--- src/rtl/dmem_bram_ctrl_if.sv ---
// Core-side load/store request/response bundle.
// master = CPU data port, slave = BRAM controller.
interface dmem_bram_ctrl_if;
  logic        req_valid;
  logic        req_ready;
  logic        req_we;
  logic [1:0]  req_size;
  logic        req_unsigned;
  logic [31:0] req_addr;
  logic [31:0] req_wdata;
  logic        rsp_valid;
  logic        rsp_ready;
  logic [31:0] rsp_rdata;
  logic        rsp_err;

  modport master (
    output req_valid, req_we, req_size,
    output req_unsigned, req_addr, req_wdata,
    output rsp_ready,
    input  req_ready, rsp_valid,
    input  rsp_rdata, rsp_err
  );

  modport slave (
    input  req_valid, req_we, req_size,
    input  req_unsigned, req_addr, req_wdata,
    input  rsp_ready,
    output req_ready, rsp_valid,
    output rsp_rdata, rsp_err
  );
endinterface

--- src/rtl/dmem_bram_ctrl.sv ---
// Data-side load/store controller driving port B of a 32-bit BRAM.
// One request in flight; load result held until the core accepts it.
module dmem_bram_ctrl #(
  parameter int          ADDR_WIDTH = 14,
  parameter logic [31:0] BASE_ADDR  = 32'h0000_0000,
  parameter int          RD_LATENCY = 1
) (
  input  logic                  clk,
  input  logic                  rst_n,
  dmem_bram_ctrl_if.slave       bus,
  output logic [ADDR_WIDTH-1:0] bram_addr,
  output logic [31:0]           bram_wr_data,
  output logic                  bram_wr_en,
  output logic [3:0]            bram_wr_byte_en,
  input  logic [31:0]           bram_rd_data
);

  localparam logic [1:0] IDLE  = 2'd0;
  localparam logic [1:0] ISSUE = 2'd1;
  localparam logic [1:0] WAIT  = 2'd2;
  localparam logic [1:0] RESP  = 2'd3;

  localparam logic [1:0] LAST_WAIT = 2'(RD_LATENCY - 1);

  logic [1:0]            r_state;
  logic [1:0]            r_cnt;
  logic                  r_we;
  logic [1:0]            r_size;
  logic                  r_uns;
  logic [1:0]            r_off;
  logic [31:0]           r_wdata;
  logic [31:0]           r_rdata;
  logic                  r_err;
  logic [ADDR_WIDTH-1:0] r_baddr;

  logic        w_accept;
  logic        w_range_err;
  logic        w_err;
  logic [31:0] w_lane;
  logic [31:0] w_load;
  logic [3:0]  w_be;
  logic [31:0] w_wdata;

  assign w_accept = bus.req_valid & (r_state == IDLE);

  assign w_range_err =
    bus.req_addr[31:ADDR_WIDTH+2] != BASE_ADDR[31:ADDR_WIDTH+2];

  assign w_err = (bus.req_size == 2'd3)
    | ((bus.req_size == 2'd1) & bus.req_addr[0])
    | ((bus.req_size == 2'd2) & (|bus.req_addr[1:0]))
    | w_range_err;

  assign w_lane = bram_rd_data >> {r_off, 3'b000};

  always_comb begin
    w_load = w_lane;
    unique case (1'b1)
      (r_size == 2'd0):
        w_load = {{24{~r_uns & w_lane[7]}}, w_lane[7:0]};
      (r_size == 2'd1):
        w_load = {{16{~r_uns & w_lane[15]}}, w_lane[15:0]};
      default: w_load = w_lane;
    endcase
  end

  always_comb begin
    w_be    = 4'h0;
    w_wdata = r_wdata;
    unique case (1'b1)
      (r_size == 2'd0): begin
        w_be    = 4'b0001 << r_off;
        w_wdata = {4{r_wdata[7:0]}};
      end
      (r_size == 2'd1): begin
        w_be    = 4'b0011 << r_off;
        w_wdata = {2{r_wdata[15:0]}};
      end
      default: w_be = 4'hF;
    endcase
    if (!((r_state == ISSUE) & r_we))
      w_be = 4'h0;
  end

  always_ff @(posedge clk or negedge rst_n) begin
    if (!rst_n) begin
      r_state <= IDLE;
      r_cnt   <= 2'd0;
      r_we    <= 1'b0;
      r_size  <= 2'd0;
      r_uns   <= 1'b0;
      r_off   <= 2'd0;
      r_wdata <= 32'h0;
      r_rdata <= 32'h0;
      r_err   <= 1'b0;
      r_baddr <= '0;
    end else begin
      unique case (r_state)
        IDLE: if (w_accept) begin
          r_we    <= bus.req_we;
          r_size  <= bus.req_size;
          r_uns   <= bus.req_unsigned;
          r_off   <= bus.req_addr[1:0];
          r_wdata <= bus.req_wdata;
          r_rdata <= 32'h0;
          r_err   <= w_err;
          if (w_err) begin
            r_state <= RESP;
          end else begin
            r_baddr <= bus.req_addr[ADDR_WIDTH+1:2];
            r_state <= ISSUE;
          end
        end
        ISSUE: begin
          r_cnt   <= 2'd0;
          r_state <= r_we ? RESP : WAIT;
        end
        WAIT: begin
          r_cnt <= r_cnt + 2'd1;
          // rd_data is valid in the final wait cycle only
          if (r_cnt == LAST_WAIT) begin
            r_rdata <= w_load;
            r_state <= RESP;
          end
        end
        RESP: if (bus.rsp_ready) r_state <= IDLE;
        default: r_state <= IDLE;
      endcase
    end
  end

  assign bus.req_ready = (r_state == IDLE);
  assign bus.rsp_valid = (r_state == RESP);
  assign bus.rsp_rdata = r_rdata;
  assign bus.rsp_err   = r_err;

  assign bram_addr       = r_baddr;
  assign bram_wr_en      = (r_state == ISSUE) & r_we;
  assign bram_wr_byte_en = w_be;
  assign bram_wr_data    = w_wdata;

endmodule
--- src/flat_wrapper.sv ---
// flat-port wrapper written by rule: the top's interface ports become plain ports
module dmem_bram_ctrl_flat 
#(
  parameter int          ADDR_WIDTH = 14,
  parameter logic [31:0] BASE_ADDR  = 32'h0000_0000,
  parameter int          RD_LATENCY = 1
)
  (clk, rst_n, bram_addr, bram_wr_data, bram_wr_en, bram_wr_byte_en, bram_rd_data, bus_req_valid, bus_req_we, bus_req_size, bus_req_unsigned, bus_req_addr, bus_req_wdata, bus_rsp_ready, bus_req_ready, bus_rsp_valid, bus_rsp_rdata, bus_rsp_err);
  dmem_bram_ctrl_if bus_i ();
  input  logic clk;
  input  logic rst_n;
  output logic [ADDR_WIDTH-1:0] bram_addr;
  output logic [31:0] bram_wr_data;
  output logic bram_wr_en;
  output logic [3:0] bram_wr_byte_en;
  input  logic [31:0] bram_rd_data;
  input wire logic [$bits(bus_i.req_valid)-1:0] bus_req_valid;
  input wire logic [$bits(bus_i.req_we)-1:0] bus_req_we;
  input wire logic [$bits(bus_i.req_size)-1:0] bus_req_size;
  input wire logic [$bits(bus_i.req_unsigned)-1:0] bus_req_unsigned;
  input wire logic [$bits(bus_i.req_addr)-1:0] bus_req_addr;
  input wire logic [$bits(bus_i.req_wdata)-1:0] bus_req_wdata;
  input wire logic [$bits(bus_i.rsp_ready)-1:0] bus_rsp_ready;
  output wire logic [$bits(bus_i.req_ready)-1:0] bus_req_ready;
  output wire logic [$bits(bus_i.rsp_valid)-1:0] bus_rsp_valid;
  output wire logic [$bits(bus_i.rsp_rdata)-1:0] bus_rsp_rdata;
  output wire logic [$bits(bus_i.rsp_err)-1:0] bus_rsp_err;
  assign bus_i.req_valid = bus_req_valid;
  assign bus_i.req_we = bus_req_we;
  assign bus_i.req_size = bus_req_size;
  assign bus_i.req_unsigned = bus_req_unsigned;
  assign bus_i.req_addr = bus_req_addr;
  assign bus_i.req_wdata = bus_req_wdata;
  assign bus_i.rsp_ready = bus_rsp_ready;
  assign bus_req_ready = bus_i.req_ready;
  assign bus_rsp_valid = bus_i.rsp_valid;
  assign bus_rsp_rdata = bus_i.rsp_rdata;
  assign bus_rsp_err = bus_i.rsp_err;
  dmem_bram_ctrl #(.ADDR_WIDTH(ADDR_WIDTH), .BASE_ADDR(BASE_ADDR), .RD_LATENCY(RD_LATENCY)) u_core (.clk(clk), .rst_n(rst_n), .bus(bus_i), .bram_addr(bram_addr), .bram_wr_data(bram_wr_data), .bram_wr_en(bram_wr_en), .bram_wr_byte_en(bram_wr_byte_en), .bram_rd_data(bram_rd_data));
endmodule
--- config.mk ---
export PLATFORM = sky130hd
export DESIGN_NAME = dmem_bram_ctrl_flat
export DESIGN_NICKNAME = d
export VERILOG_FILES = /design/src/rtl/dmem_bram_ctrl_if.sv /design/src/rtl/dmem_bram_ctrl.sv /design/src/flat_wrapper.sv
export SDC_FILE = /design/constraint.sdc
export NUM_CORES = 1
export LEC_CHECK = 0
export ABC_CLOCK_PERIOD_IN_PS = 2000
export CORE_MARGIN = 2
export CORE_UTILIZATION = 40
export CTS_BUF_LIST = sky130_fd_sc_hd__clkbuf_4 sky130_fd_sc_hd__clkbuf_8
export DETAILED_ROUTE_END_ITERATION = 10
export PLACE_DENSITY = 0.79
export SYNTH_ARGS = -nofsm -noshare
export SYNTH_HDL_FRONTEND = slang
export SYNTH_SLANG_ARGS = --single-unit
--- constraint.sdc ---
create_clock -name clk -period 2 [get_ports clk]
set_input_delay 0.4 -clock clk [delete_from_list [all_inputs] [get_ports clk]]
set_output_delay 0.4 -clock clk [all_outputs]
set_load 0.05 [all_outputs]
# [After elaboration in Yosys (flattened, before gate mapping)]
# Cells that the tools add are included.
[totals] out_inout_bits=86 elab_cells=60 inputBits=104 ff_bits=89
[classes] add_sub_neg=1 bitwise_logic=11 reduce_logical=11 muxes=14 n_eq_ne=10 shift=3
[op_table] cell="$pmux W32 S2" n=3
[op_table] cell="$mux W32" n=2
[op_table] cell="$shr A32 B5 Y32" n=1
[op_table] cell="$reduce_bool A16 Y1" n=1
[op_table] cell="$reduce_and A3 Y1" n=3
[op_table] cell="$eq A2 B2 Y1 const B" n=4
[op_table] cell="$mux W2" n=4
[op_table] cell="$pmux W2 S4" n=1
[op_table] cell="$pmux W4 S2" n=1
[op_table] cell="$and A1 B1 Y1" n=6
[op_table] cell="$eq A2 B1 Y1 const B" n=3
[op_table] cell="$logic_not A2 Y1" n=3
[op_table] cell="$mux W4" n=1
[op_table] cell="$ne A2 B1 Y1 const B" n=2
[op_table] cell="$pmux W2 S2" n=1
[op_table] cell="$reduce_bool A2 Y1" n=2
[op_table] cell="$shl A1 B2 Y4 const A" n=1
[op_table] cell="$shl A2 B2 Y4 const A" n=1
[op_table] cell="$or A1 B1 Y1" n=3
[op_table] cell="$add A2 B1 Y2 const B" n=1
[op_table] cell="$ne A2 B2 Y1 const B" n=1
[op_table] cell="$not A1 Y1" n=2
[op_table] cell="$reduce_and A2 Y1" n=1
[op_table] cell="$reduce_or A2 Y1" n=1
[op_table] cell="$mux W1" n=1

# [Depth between registers and ports, before layout]
# Gate-level depths: netlist of run 1.
[depth] word_depth=8 mapped_depth=9 ltp_nobuf=6

# [Worst setup path after synthesis of run 1]
# No wires, ideal clock.
[synth_path] path_kind="register to output" from="register u_core.r_size[0]" to="output port bram_wr_data[24]" arrival_ps=2066 n_path_buf=2 path_slack_ps=-466 path_stages_with_launch=5 cell_sequence="dfrtp_1 -> buf_2 -> buf_1 -> mux2i_1 -> o21ai_0"
[synth_via] elab_chain_cells=2
[synth_lines] item="from (decl)" line="dmem_bram_ctrl.sv:28" source="logic [1:0] r_size;"
[synth_lines] item="from (signal assigned)" line="dmem_bram_ctrl.sv:101" source="r_size <= bus.req_size;"
[synth_lines] item="$eq A2 B1 Y1 or $logic_not A2 Y1 (tied branches)" line="dmem_bram_ctrl.sv:75, dmem_bram_ctrl.sv:71"
[synth_lines] item="$pmux W32 S2 *" line="dmem_bram_ctrl.sv:70" source="unique case (1'b1)"
[synth_lines] item="to (decl)" line="flat_wrapper.sv:13" source="output logic [31:0] bram_wr_data;"
# Mark *: on every way between the ends. The rest lies on a longest branch, timed or not.

# [Worst setup path in the final report of run 1]
[layout_path] from="register u_core.r_baddr[3], in the netlist u_core.bram_addr[3]" to="output port bram_addr[3]"
[layout_lines] item="from (decl)" line="dmem_bram_ctrl.sv:34" source="logic [ADDR_WIDTH-1:0] r_baddr;"
[layout_lines] item="from (signal assigned)" line="dmem_bram_ctrl.sv:110" source="r_baddr <= bus.req_addr[ADDR_WIDTH+1:2];"
[layout_lines] item="to (decl)" line="flat_wrapper.sv:12" source="output logic [ADDR_WIDTH-1:0] bram_addr;"
# No word-level cell between the ends.

==> impl_metrics.py, run 1 <==
metrics = {
    "status": {
        "status": "finished, final reports clean",
    },
    "layout": {
        "fill_cells": 905,
        "antennaDiodeCount": 0,
        "multi_input_area_sq_um": 2250,
        "post-route-cell-area_sq_um": 7300,
        "seq_area_sq_um": 2230,
        "nets": 714,
        "stdcell_count": 753,
        "drive_above_1_share_pct": 29.3,
        "finish.utilization_pct": 64.5,
        "syn_to_final_growth_pct": 58.9,
    },
    "synth": {
        "synth.net_count": 516,
        "synth.cell_area_sq_um": 4590,
        "synth_cell_types": 35,
        "yosysWarnings": 0,
        "synth-seq-cells": 89,
        "syn_inst": 407,
        "yosysSeqAreaShare_pct": 48.5,
        "syn_avg_cell_area_sq_um": 11.3,
    },
    "place": {
        "place.gp.congestion": 0.870,
        "dp_slack_ps": -258,
        "hpwlAfterDp_microns": 9850,
        "placed_area_sq_um": 6990,
        "portBuffers": 189,
        "dp.cells": 733,
    },
    "detailed_routing": {
        "wirelength_microns": 13100,
        "dr.pass1.iters": 4,
        "via_per_inst": 5.23,
        "drt_iter0_markers": 324,
        "drc": 0,
        "drt-wirelength-per-cell_microns": 17.4,
        "num_vias": 3936,
        "drtAntennaViolNets": 0,
    },
    "die": {
        "placementRows": 39,
        "coreArea_sq_um": 11300,
        "start_util_pct": 40.6,
        "ios": 190,
        "die_area_sq_um": 12400,
        "die_h_microns": 111,
        "fp.dieW_microns": 111,
    },
    "grt": {
        "gr-usage-all-layers_pct": 21.4,
        "grt.overflow.total": 0,
        "grt_start_max_net_pins": 38,
        "grt_pass1_wl_microns": 21400,
        "grt_pass1_vias": 4208,
        "antenna_found_initial": 0,
    },
    "sta": {
        "layout_min_cycle_time_ps": 1950,
        "grt_setup_unrepaired": "yes",
        "finClkSkew_ps": 9.78,
        "setup_slack_ps": 46.1,
        "setup_viol": 0,
        "finalSetupTns_ps": 0,
        "holdWs_ps": 488,
        "drv_slew": 0,
        "final-hold-violation-count": 0,
        "max_slew_margin_pct": 63.1,
        "tightestPinTransition_ps": 552,
        "period_share_pct": 97.7,
        "fmax_ghz": 0.512,
    },
    "critical_path": {
        "crit_slowest_cell": "clkdlybuf4s50_1",
        "critPathTopFamily": "buffers and inverters",
        "worst_setup_path_end_kind": "primary output",
        "critPathArrivalTime_ps": 1550,
        "critPathBufInv": 1,
        "cpPeakStageDelay_ps": 820,
        "worstPathCellList": "clkdlybuf4s50_1",
        "worstSetupPathType": "reg -> out",
        "cp_data_required_time_ps": 1600,
        "path_max_fanout": 2,
        "worstSetupStartpointType": "flip-flop",
    },
    "power": {
        "vdd_ir_drop_max_uv": 1640,
        "power.share.switching_pct": 47.2,
        "p_total_mw": 12.7,
        "combinationalPowerShare_pct": 67.6,
        "leakage_nw": 3.28,
        "p_sw_mw": 6.02,
        "clkPwrFrac_pct": 10.0,
        "power_frac_seq_pct": 22.4,
        "intPower_mw": 6.72,
        "power_density_nw_per_um2": 1750,
    },
    "cts": {
        "cts_buffers": 9,
        "cts_root_buf": "clkbuf_8",
        "tritoncts": "yes",
        "clkTransAtPathRegs_ps": 90,
        "cts.sinks": 89,
        "clock_latency_ps": 360,
        "cts_max_path_buffers": 2,
        "htreeDepth": 3,
    },
    "flow_run": {
        "drv_cap": 0,
    },
    "hold_path": {
        "hold_path.class": "reg -> reg",
    },
}
cells in the mapped netlist, drive strengths merged:
library cell	number	share of area, %
mux2i	23	5.0
nor2b	2	0.27
o31ai	3	0.49
mux4	2	0.98
nand2b	4	0.54
a311oi	1	0.19
o21bai	1	0.16
nor3b	1	0.41
nor4	4	1.3
inv	7	0.57
nor2	14	1.1
mux2	68	17
ha	5	1.4
nand3	4	0.44
nor4b	1	0.19
clkbuf	13	1.1
a21oi	20	2.2
or2	2	0.27
nor3	3	0.44
a221o	16	3.5
dfrtp	89	48
o211ai	2	0.33
nand2	54	4.4
o21ai	36	3.9
nand3b	9	1.5
nor4bb	1	0.22
buf	22	3.3
cells in the final DEF (no fill, tap or decap), types with 3 or more instances in the layout:
cell / instances
buf_6: 3
o31ai_1: 3
a21oi_1: 16
dlymetal6s2s_1: 6
dfrtp_2: 3
mux2_2: 59
ha_1: 4
clkdlybuf4s50_1: 141
nor4_2: 3
o21ai_1: 5
buf_12: 27
mux2_4: 9
nand2_1: 51
o21ai_2: 3
nand2_2: 3
nor2_1: 12
nand3_1: 3
mux2i_1: 23
dfrtp_1: 86
inv_1: 6
nand2b_1: 4
o21ai_0: 28
nand3b_1: 9
buf_4: 35
dlygate4sd2_1: 9
a221o_1: 16
clkbuf_8: 10
area by class of cell:
| cell class | instances | area share, % |
|---|---|---|
| Clock buffer | 12 | 2.09 |
| Clock inverter | 4 | 0.703 |
| Inverter | 7 | 0.360 |
| Multi-Input combinational cell | 276 | 30.8 |
| Sequential cell | 89 | 30.6 |
| Tap cell | 143 | 2.45 |
| Timing Repair Buffer | 222 | 33.1 |
sequential cells by signal, indices dropped and copies added (netlist names):
signal                cells
u_core.bus.rsp_rdata     32
u_core.r_wdata           32
u_core.bram_addr         14
u_core.r_cnt              2
u_core.r_off              2
u_core.r_size             2
u_core.r_state            2
u_core.bus.rsp_err        1
u_core.r_uns              1
u_core.r_we               1
power groups by stage:
stage               clock network, mW  registers [mW]  logic, mW
finish                           1.27            2.86       8.61
CTS                              1.32            2.85       8.53
global placement                    0            2.86       8.35
global route                     1.39            2.94       9.09
detailed placement                  0            2.91       8.49
floorplan                           0            3.32       4.86
worst paths after layout:
check                                                       endpoint  slack [ps]  cells after the start                                start
worst max-delay path                                    bram_addr[3]          50                      1      u_core.bram_addr[3]$_DFFE_PN0P_
worst min-delay path             u_core.bus.rsp_rdata[2]$_DFFE_PN0P_         490                      2  u_core.bus.rsp_rdata[2]$_DFFE_PN0P_
worst max register to register       u_core.bram_addr[0]$_DFFE_PN0P_         180                      6        u_core.r_state[0]$_DFFE_PN0P_
worst min register to register   u_core.bus.rsp_rdata[2]$_DFFE_PN0P_         490                      2  u_core.bus.rsp_rdata[2]$_DFFE_PN0P_
max in group asynchronous       u_core.bus.rsp_rdata[20]$_DFFE_PN0P_         750                      3                                rst_n
min in group asynchronous             u_core.r_wdata[20]$_DFFE_PN0P_         520                      2                                rst_n
cell families (layout without fill, tap and decap cells):
kind of cell	after synthesis	count (layout)	synth area share, %
mux	93	93	23.4
simple gates	99	99	11.1
fa+ha+maj	5	5	1.36
buf+inv	42	245	4.93
flops	89	89	48.5
compound gates	79	79	10.8
metal layers:
metal  vias up  routed length (microns)  global-route usage (%)
met5         -                        0                       0
met4         0                      124                    5.76
li1       1840                        -                       -
met1      1931                     5580                    27.1
met3        10                      916                    5.58
met2       155                     6470                    36.5
repair_timing:
| item | in CTS | in global routing |
|---|---|---|
| hold buffers | 1 | 0 |
| gates cloned | 0 | 1 |
| endpoints found under the setup margin | 24 | 37 |
| setup buffers | 2 | 0 |
| gates resized for setup | 17 | 21 |
| pin swaps | 1 | 2 |
| endpoints found under the hold margin | 28 | 0 |
Note: power is estimated with default switching activity, not from simulation.
==> run 2, diff against run 1 <==
--- a/config.mk
+++ b/config.mk
@@ -5,7 +5,6 @@
 export SDC_FILE = /design/constraint.sdc
 export NUM_CORES = 1
 export LEC_CHECK = 0
-export ABC_CLOCK_PERIOD_IN_PS = 2000
 export CORE_MARGIN = 2
 export CORE_UTILIZATION = 40
 export CTS_BUF_LIST = sky130_fd_sc_hd__clkbuf_4 sky130_fd_sc_hd__clkbuf_8
==> results of run 2 <==
The final DEF is identical to that of run 1; final timing and power are the same.
==> run 3, diff against run 2 <==
--- a/config.mk
+++ b/config.mk
@@ -6,10 +6,12 @@
 export NUM_CORES = 1
 export LEC_CHECK = 0
 export CORE_MARGIN = 2
-export CORE_UTILIZATION = 40
+export CORE_UTILIZATION = 35
 export CTS_BUF_LIST = sky130_fd_sc_hd__clkbuf_4 sky130_fd_sc_hd__clkbuf_8
 export DETAILED_ROUTE_END_ITERATION = 10
-export PLACE_DENSITY = 0.79
+export GPL_TIMING_DRIVEN = 0
+export PLACE_DENSITY = 0.7
 export SYNTH_ARGS = -nofsm -noshare
 export SYNTH_HDL_FRONTEND = slang
 export SYNTH_SLANG_ARGS = --single-unit
+export TNS_END_PERCENT = 20
==> run 3 against run 2 <==
  * Global-route usage rose by 0.18 points
  * Sequential share of layout area is 1.4 points lower
  * Non-clock buffer count rose by 34
  * Wire length increased by 15%
  * Die area rose by 14%
  * The run now ends with setup timing left
  * Hold slack improved by 4.9 ps
  * Utilization down 4.3 points
  * Critical path depth grew 5
  * Combinational power is 5.0% higher
  * Sequential power about the same
  * Clock-buffer cell count rose by 2
  * Register-to-register slack lost 130 ps
==> impl_metrics.py, run 3 (synthesis gave the netlist of run 1 again) <==
metrics = {
    "sta": {
        "period_share_pct": 104,
        "final-hold-violation-count": 0,
        "max_slew_margin_pct": 63.2,
        "tightestPinTransition_ps": 549,
        "layout_min_cycle_time_ps": 2080,
        "setup_slack_ps": -77.5,
        "drv_slew": 0,
        "fmax_ghz": 0.481,
        "finalSetupTns_ps": -729,
        "setup_viol": 14,
        "finClkSkew_ps": 8.87,
        "grt_setup_unrepaired": "yes",
    },
    "power": {
        "p_total_mw": 13.4,
        "leakage_nw": 3.70,
        "power_density_nw_per_um2": 1750,
        "vdd_ir_drop_max_uv": 1160,
    },
    "layout": {
        "fill_cells": 1086,
        "mostFrequentLayoutCell": "clkdlybuf4s50_1",
        "final_cell_mix": "clkdlybuf4s50_1, dfrtp_1, mux2_2",
        "finish.utilization_pct": 60.2,
        "antennaDiodeCount": 0,
        "drive_above_1_share_pct": 36.8,
        "nets": 748,
        "syn_to_final_growth_pct": 66.6,
    },
    "critical_path": {
        "path_max_fanout": 5,
        "critPathArrivalTime_ps": 1680,
        "critPathBufInv": 3,
        "worstSetupStartpointType": "flip-flop",
        "critPathTopFamily": "flip-flops",
        "worstSetupPathType": "reg -> out",
        "worstPathCellList": "buf_6 -> or2_4 -> buf_8 -> nand2_1 -> nand2_1 -> buf_6",
        "cp_data_required_time_ps": 1600,
        "worst_setup_path_end_kind": "primary output",
        "crit_slowest_cell": "dfrtp_2",
        "cpPeakStageDelay_ps": 460,
    },
    "cts": {
        "cts_root_buf": "clkbuf_8",
        "htreeDepth": 3,
        "cts_max_path_buffers": 2,
        "cts.sinks": 89,
        "clock_latency_ps": 380,
        "cts_buffers": 9,
        "clkTransAtPathRegs_ps": 90,
        "tritoncts": "yes",
    },
    "die": {
        "coreArea_sq_um": 12700,
        "fp.dieW_microns": 119,
        "placementRows": 41,
        "start_util_pct": 36.1,
        "die_area_sq_um": 14100,
        "ios": 190,
        "die_h_microns": 119,
    },
    "detailed_routing": {
        "num_vias": 4148,
        "drtAntennaViolNets": 0,
        "drt-wirelength-per-cell_microns": 18.5,
        "drt_iter0_markers": 432,
        "drc": 0,
        "wirelength_microns": 15100,
        "dr.pass1.iters": 4,
        "via_per_inst": 5.08,
    },
    "place": {
        "hpwlAfterDp_microns": 10800,
        "dp_slack_ps": -1140,
        "place.gp.congestion": 0.815,
        "portBuffers": 189,
    },
    "grt": {
        "grt.overflow.total": 0,
        "antenna_found_initial": 0,
        "gr-usage-all-layers_pct": 21.6,
        "grt_pass1_vias": 4332,
        "grt_start_max_net_pins": 53,
        "grt_pass1_wl_microns": 23600,
    },
    "status": {
        "violations": "setup timing",
        "status": "finished with violations",
    },
    "hold_path": {
        "hold_path.class": "reg -> reg",
    },
    "flow_run": {
        "drv_cap": 0,
    },
}
[run 3: tightest hold or removal path, cell delays in order (launching register included)]
cell and delay, ps:
dfrtp_1 350, nand2_1 50, o21ai_0 60
[run 3: per-layer routing]
metal  GRT usage (%)  share of wire (%)  up-vias
met3            6.85                8.9       19
met5               0                  0        -
li1                -                  -     1914
met2            33.7                 47      179
met1            27.7                 43     2036
met4            8.78                1.8        0
[run 3: final cells by class]
type                       count  area, sq um  area share, %
timing repair buffer         222         2270           29.6
clock inverter                 2         60.1          0.785
buffer                        34          353           4.61
sequential                    89         2230           29.1
tap                          172          215           2.81
inverter                       7         26.3          0.343
multi-input combinational    276         2330           30.4
clock buffer                  14          174           2.27
[run 3: worst paths after layout]
check                      cells after the start                                start  slack, ps                                    to
hold / removal                                 2  u_core.bus.rsp_rdata[6]$_DFFE_PN0P_        490   u_core.bus.rsp_rdata[6]$_DFFE_PN0P_
setup / recovery                               6         u_core.r_size[1]$_DFFE_PN0P_        -80                      bram_wr_data[14]
setup reg to reg                               8          u_core.r_off[1]$_DFFE_PN0P_         50  u_core.bus.rsp_rdata[25]$_DFFE_PN0P_
max in group asynchronous                      3                                rst_n        820           u_core.r_cnt[0]$_DFFE_PN0P_
hold reg to reg                                2  u_core.bus.rsp_rdata[6]$_DFFE_PN0P_        490   u_core.bus.rsp_rdata[6]$_DFFE_PN0P_
min in group asynchronous                      2                                rst_n        530   u_core.bus.rsp_rdata[8]$_DFFE_PN0P_
[run 3: metrics by stage]
stage,std cells,area (sq um),hold WS [ps]
global route,816,7650,515
global placement,768,6740,471
detailed placement,769,6770,414
CTS,803,7370,496
finish,816,7650,493
floorplan,407,4640,104
[run 3: repair_timing]
item | 4_1_cts | 5_1_grt
gates resized for setup | 252 | 95
setup endpoints to repair | 109 | 114
gates cloned | 2 | 1
hold buffers | 1 | 0
pin swaps | 14 | 11
endpoints found under the hold margin | 3 | 0
setup buffers | 16 | 12
[run 3: power breakdown]
group	leakage, nW	switching, mW	internal, mW
registers	1.13	0.474	2.42
clock network	0.121	0.670	0.816
logic	2.45	5.22	3.82
